**config.mk**
```make
export PLATFORM = sky130hd
export DESIGN_NAME = icache_refill_ctrl
export DESIGN_NICKNAME = d
export VERILOG_FILES = /design/src/rtl/icache_refill_ctrl_pkg.sv /design/src/rtl/icache_refill_ctrl.sv
export SDC_FILE = /design/constraint.sdc
export NUM_CORES = 1
export LEC_CHECK = 0
export ABC_AREA = 1
export BUFFER_PORTS_ARGS = -buffer_cell sky130_fd_sc_hd__buf_2
export CAP_MARGIN = 15
export CORE_AREA = 2 2 128 130
export DETAILED_ROUTE_END_ITERATION = 8
export DIE_AREA = 0 0 130 132
export GPL_ROUTABILITY_DRIVEN = 0
export HOLD_SLACK_MARGIN = 0.03
export PLACE_DENSITY = 0.76
export SYNTH_ARGS = -nofsm -noshare
export SYNTH_HDL_FRONTEND = slang
export SYNTH_SLANG_ARGS = --single-unit
```
**constraint.sdc**
```tcl
create_clock -name Clk -period 1.38 [get_ports Clk]
set_input_delay 0.138 -clock Clk [delete_from_list [all_inputs] [get_ports Clk]]
set_output_delay 0.138 -clock Clk [all_outputs]
set_load 0.05 [all_outputs]
```
**src/rtl/icache_refill_ctrl_pkg.sv**
```systemverilog
// Shared defines for the I-cache refill sequencer: bus widths, the refill
// address alignment mask and the 4-bit FSM state encoding.
package icache_refill_ctrl_pkg;

  localparam int INST_ADDR_W = 64;   // InstAddrBus
  localparam int INST_W      = 64;   // InstBus

  // Refill requests are always word aligned (low two PC bits dropped).
  localparam logic [63:0] REFILL_ALIGN_MASK = ~64'h3;

  // Distance from a demand refill to the next-line prefetch.
  localparam int PF_STRIDE = 4;

  localparam logic [3:0] ST_IDLE    = 4'd0;
  localparam logic [3:0] ST_REQ     = 4'd1;
  localparam logic [3:0] ST_WAIT    = 4'd2;
  localparam logic [3:0] ST_FILL    = 4'd3;
  localparam logic [3:0] ST_DRAIN   = 4'd4;
  localparam logic [3:0] ST_ERR     = 4'd5;
  localparam logic [3:0] ST_PF_REQ  = 4'd6;
  localparam logic [3:0] ST_PF_WAIT = 4'd7;
  localparam logic [3:0] ST_PF_FILL = 4'd8;

  typedef enum logic [3:0] {
    S_IDLE    = ST_IDLE,
    S_REQ     = ST_REQ,
    S_WAIT    = ST_WAIT,
    S_FILL    = ST_FILL,
    S_DRAIN   = ST_DRAIN,
    S_ERR     = ST_ERR,
    S_PF_REQ  = ST_PF_REQ,
    S_PF_WAIT = ST_PF_WAIT,
    S_PF_FILL = ST_PF_FILL
  } state_e;

endpackage

```
**src/rtl/icache_refill_ctrl.sv**
```systemverilog
// Blocking refill sequencer for the direct-mapped I-cache. Latches the
// missing PC, issues a single read on the memory port, writes the returned
// instruction into the cache and stalls fetch meanwhile. Handles flush and
// bus errors. Optional next-line prefetch: define ICACHE_PREFETCH_EN.
module icache_refill_ctrl
  import icache_refill_ctrl_pkg::*;
#(
  parameter int AW = INST_ADDR_W,
  parameter int DW = INST_W
) (
  input  logic          Clk,
  input  logic          Rst,
  input  logic [AW-1:0] PcIn,
  input  logic          CacheMissing,
  input  logic          CacheFull,
  input  logic          FlushReq,
  output logic          MemReqValid,
  output logic [AW-1:0] MemReqAddr,
  input  logic          MemReqReady,
  input  logic          MemRspValid,
  input  logic [DW-1:0] MemRspData,
  input  logic          MemRspErr,
  output logic          RefillValid,
  output logic [AW-1:0] RefillAddr,
  output logic [DW-1:0] RefillData,
  output logic          FetchStall,
  output logic          FetchErr
);

  state_e        r_state;
  state_e        w_next;
  logic [AW-1:0] r_addr;
  logic [DW-1:0] r_data;
  logic          r_req_valid;
  logic          r_refill_valid;
  logic          r_fetch_err;
  logic          w_latch;
  logic          w_capture;
  logic          w_pf_advance;

`ifndef ICACHE_PREFETCH_EN
  // Cache occupancy only matters when deciding whether to prefetch.
  logic w_unused_cache_full;
  assign w_unused_cache_full = CacheFull;
`endif

  // State register.
  always_ff @(posedge Clk) begin
    if (!Rst) r_state <= S_IDLE;
    else      r_state <= w_next;
  end

  // Next-state logic. A request accepted in the same cycle as a flush is
  // already on the bus, so its response must be drained; a response that
  // coincides with a flush is consumed on the spot and nothing is left to drain.
  always_comb begin
    w_next = r_state;
    case (r_state)
      S_IDLE:  if (CacheMissing && !FlushReq) w_next = S_REQ;
      S_REQ: begin
        if (MemReqReady)   w_next = FlushReq ? S_DRAIN : S_WAIT;
        else if (FlushReq) w_next = S_IDLE;
      end
      S_WAIT: begin
        if (FlushReq)         w_next = MemRspValid ? S_IDLE : S_DRAIN;
        else if (MemRspValid) w_next = MemRspErr ? S_ERR : S_FILL;
      end
`ifdef ICACHE_PREFETCH_EN
      S_FILL:  w_next = (!CacheFull && !FlushReq) ? S_PF_REQ : S_IDLE;
`else
      S_FILL:  w_next = S_IDLE;
`endif
      S_DRAIN: if (MemRspValid) w_next = S_IDLE;
      S_ERR:   if (FlushReq) w_next = S_IDLE;
`ifdef ICACHE_PREFETCH_EN
      S_PF_REQ: begin
        if (MemReqReady)   w_next = FlushReq ? S_DRAIN : S_PF_WAIT;
        else if (FlushReq) w_next = S_IDLE;
      end
      S_PF_WAIT: begin
        // Prefetch errors are dropped silently; no fault is reported.
        if (FlushReq)         w_next = MemRspValid ? S_IDLE : S_DRAIN;
        else if (MemRspValid) w_next = MemRspErr ? S_IDLE : S_PF_FILL;
      end
      S_PF_FILL: w_next = S_IDLE;
`endif
      default: w_next = S_IDLE;
    endcase
  end

  assign w_latch   = (r_state == S_IDLE) && (w_next == S_REQ);
`ifdef ICACHE_PREFETCH_EN
  assign w_pf_advance = (r_state == S_FILL) && (w_next == S_PF_REQ);
  assign w_capture    = ((r_state == S_WAIT)    && (w_next == S_FILL)) ||
                        ((r_state == S_PF_WAIT) && (w_next == S_PF_FILL));
`else
  assign w_pf_advance = 1'b0;
  assign w_capture    = (r_state == S_WAIT) && (w_next == S_FILL);
`endif

  // Refill address: latched once per miss, PcIn changes afterwards ignored.
  always_ff @(posedge Clk) begin
    if (!Rst)              r_addr <= '0;
    else if (w_latch)      r_addr <= PcIn & REFILL_ALIGN_MASK[AW-1:0];
    else if (w_pf_advance) r_addr <= r_addr + AW'(PF_STRIDE);
  end

  // Response data capture for the fill cycle.
  always_ff @(posedge Clk) begin
    if (!Rst)           r_data <= '0;
    else if (w_capture) r_data <= MemRspData;
  end

  // Registered outputs decoded from the upcoming state.
  always_ff @(posedge Clk) begin
    if (!Rst) begin
      r_req_valid    <= 1'b0;
      r_refill_valid <= 1'b0;
      r_fetch_err    <= 1'b0;
    end else begin
      r_req_valid    <= (w_next == S_REQ)  || (w_next == S_PF_REQ);
      r_refill_valid <= (w_next == S_FILL) || (w_next == S_PF_FILL);
      r_fetch_err    <= (w_next == S_ERR);
    end
  end

  // Fetch stall: combinational only where fetch may run (idle or prefetch).
  always_comb begin
    FetchStall = 1'b1;
    case (r_state)
      S_IDLE, S_PF_REQ, S_PF_WAIT, S_PF_FILL: FetchStall = CacheMissing;
      default:                                FetchStall = 1'b1;
    endcase
  end

  assign MemReqValid = r_req_valid;
  assign MemReqAddr  = r_addr;
  assign RefillValid = r_refill_valid;
  assign RefillAddr  = r_addr;
  assign RefillData  = r_data;
  assign FetchErr    = r_fetch_err;

endmodule

```
==> reports/metrics.cfg <==
[die]
core_area_sq_um=15700
dieHeight_um=132
ioPinCount=332
fp.dieW_um=130
initial_utilization=0.371
rows=46
design.die.area_sq_um=17200

[layout]
total_area_of_sequential_cells_sq_um=2680
layout.cells.non_filler=1410
areaGrowthSynthToFinish_pct=67.3
mostFrequentLayoutCell=buf_2
multi_input_area_sq_um=2510
utilization=0.621
layout-drive-gt1-share=0.419
post-route-cell-area_sq_um=9760
layout.cells.most_common_list=buf_2 (322), nor2_1 (175), dfxtp_1 (129)
num-nets-final=1315
layout.filler_cells=1335

[yosys]
mappedNetlistArea_sq_um=5830
synth_area_leaders=dfxtp_1 (46%), nor2_1 (13%), buf_4 (9.4%), nand3_1 (5.8%), a21oi_1 (5.6%)
post_synth_num_cell_types=23
post_synth_adder_cell_area=0
synth_sequential_area_ratio=0.456
yosys.area_share.simple=0.250
largest_family_of_logic_cells_by_synthesized_area=simple AND/OR/NAND/NOR gates
yosys_warnings=0
synth_area_leader=dfxtp_1
post_synth.cell_area_avg_sq_um=7.17
yosys_register_bits=133
syn_inst=813
synth.mux.area_fraction=0
synthXorXnorAreaFrac=0
synthDominantCellAreaShare=0.456
synth-compound-area-share=0.113

[placed_design]
placed_cells=1260
numPortBuffers=324
pre_cts_slack_ns=-0.184
placedInstanceArea_sq_um=7280
post-dp-hpwl_mm=11.2

[clock_network]
clkSlewWorstSetupHoldPaths_ns=0.06
clkLatencyLatePin_ns=0.41
cts-buffers-inserted=17
root_buffer_selected_by_cts=clkbuf_16
max-clock-path-buffers=2
cts_tree=done
number_of_sinks_driven_by_the_clock_tree=133
ctsHtreeMaxLevel=4

[setup_path]
cpMostUsedCell=buf_6
worst_setup_path_end_kind=primary output
timing.critical_path.fanout_max=4
worst-endpoint-arrival_ns=1.38
critical_path.cell_chain=inv_4 > nand2_4 > buf_6 > inv_2 > o221ai_2 > buf_6
criticalPathCategory=reg -> out
timing.critical_path.required_ns=1.24
timing.critical_path.slowest_stage_cell=dfxtp_4
worst_path_largest_cell_delay_ns=0.39
crit_path_start_kind=flip-flop

[route]
remaining_drc_errors=0
routedWlPerCell_um=14.2
initialDrtViolationCount=262
totalWireLength_mm=20.0
number_of_nets_with_antenna_violations_after_routing=0
detail_route.first_pass.iterations=5
detail_route.vias_per_cell=4.56
detailroute.via_count=6424

[sta]
rsz0062_at_grt=true
timing.fmax_mhz=657
timing.final.max_slew_violations=0
setup_total_negative_slack_ns=-7.06
fin_skew_ns=0.00706
worst_path_setup_slack_after_routing_ns=-0.143
hold_violations=0
period_needed_ns=1.52
holdWs_ns=0.0325
final.period_utilization=1.10
report.final.setup_viol=120

[power]
power_leakage_nw=4.90
design_power_total_mw=11.3
peakVddDrop_v=0.000809
power.density_nw_per_um2=1150

[run_status]
outcome=finished with violations
violations=negative setup slack

[global_routing]
first_pass_grt_wire_length_mm=27.4
grt_start_max_net_pins=45
grt_pass1_vias=5585
grt_overflow=0
grt_antenna_before_repair=2
grtUsageTotal=0.201

[hold_path]
min_delay_worst_type=in -> reg

[flow_run]
cap_viol_max_count=0

[metal layers]
layer,routed length (um),GRT usage,vias up,share of wire
met5,0,0,-,0
met4,501,0.0848,0,0.025
met3,1150,0.0491,37,0.057
met2,10100,0.355,252,0.50
met1,8330,0.228,2910,0.42
li1,-,-,3225,-
[cells by family after synthesis]
family          count (synthesis)
compound gates                131
simple gates                  355
other cells                     1
flops                         133
buf+inv                       193
[Yosys cell counts, drive strengths merged]
master    n
a21oi    65
nor2    200
o221ai    1
nand3    68
conb      1
and2      1
nand3b    1
nor3      3
nand4     1
inv      73
clkbuf   19
dfxtp   133
nand2    81
o21ai    65
buf     101
[final cells by class]
cell class                      instances  area share
Clock inverter                         10      0.0147
Multi-Input combinational cell        492       0.257
Inverter                               73      0.0309
Clock buffer                           22      0.0506
Timing Repair Buffer                  462       0.345
Tap cell                              216      0.0277
Sequential cell                       133       0.274
Antenna cell                            2    0.000513
[critical path, delay by kind of cell (launching register included)]
kind | cells | cell delay [ns]
AOI/OAI and AO/OA | 1 | 0.13
buffers and inverters | 4 | 0.37
DFF | 1 | 0.39
and+or+nand+nor | 1 | 0.08
[state kept, by name, indices dropped and copies added, names as in the netlist]
name,cells
MemReqAddr,62
MemReqValid,1
RefillValid,1
RefillData,64
FetchErr,1
r_state,4
[path summary, 6_finish.rpt]
| kind | start | endpoint | slack [ns] | cells after the start |
|---|---|---|---|---|
| worst max-delay path | r_state[1] | FetchStall | -0.14 | 6 |
| worst min-delay path | MemRspData[52] | RefillData[52] | 0.03 | 5 |
| worst max register to register | r_state[1] | RefillData[56] | -0.13 | 9 |
| worst min register to register | RefillData[4] | RefillData[4] | 0.47 | 2 |
[where the power goes]
part | leakage [nW] | internal (mW) | total [mW] | switching (mW)
Sequential | 1.08 | 3.97 | 4.07 | 0.105
Combinational | 3.51 | 0.825 | 2.37 | 1.55
Clock | 0.305 | 3.09 | 4.82 | 1.73
[timing repair]
item	in CTS	in global routing
endpoints found under the hold margin	87	0
buffers inserted	11	1
pin swaps	9	11
setup endpoints to repair	111	128
resized for setup	41	120
cloned	4	15
hold buffers	87	0
(Power assumes the default switching activity.)
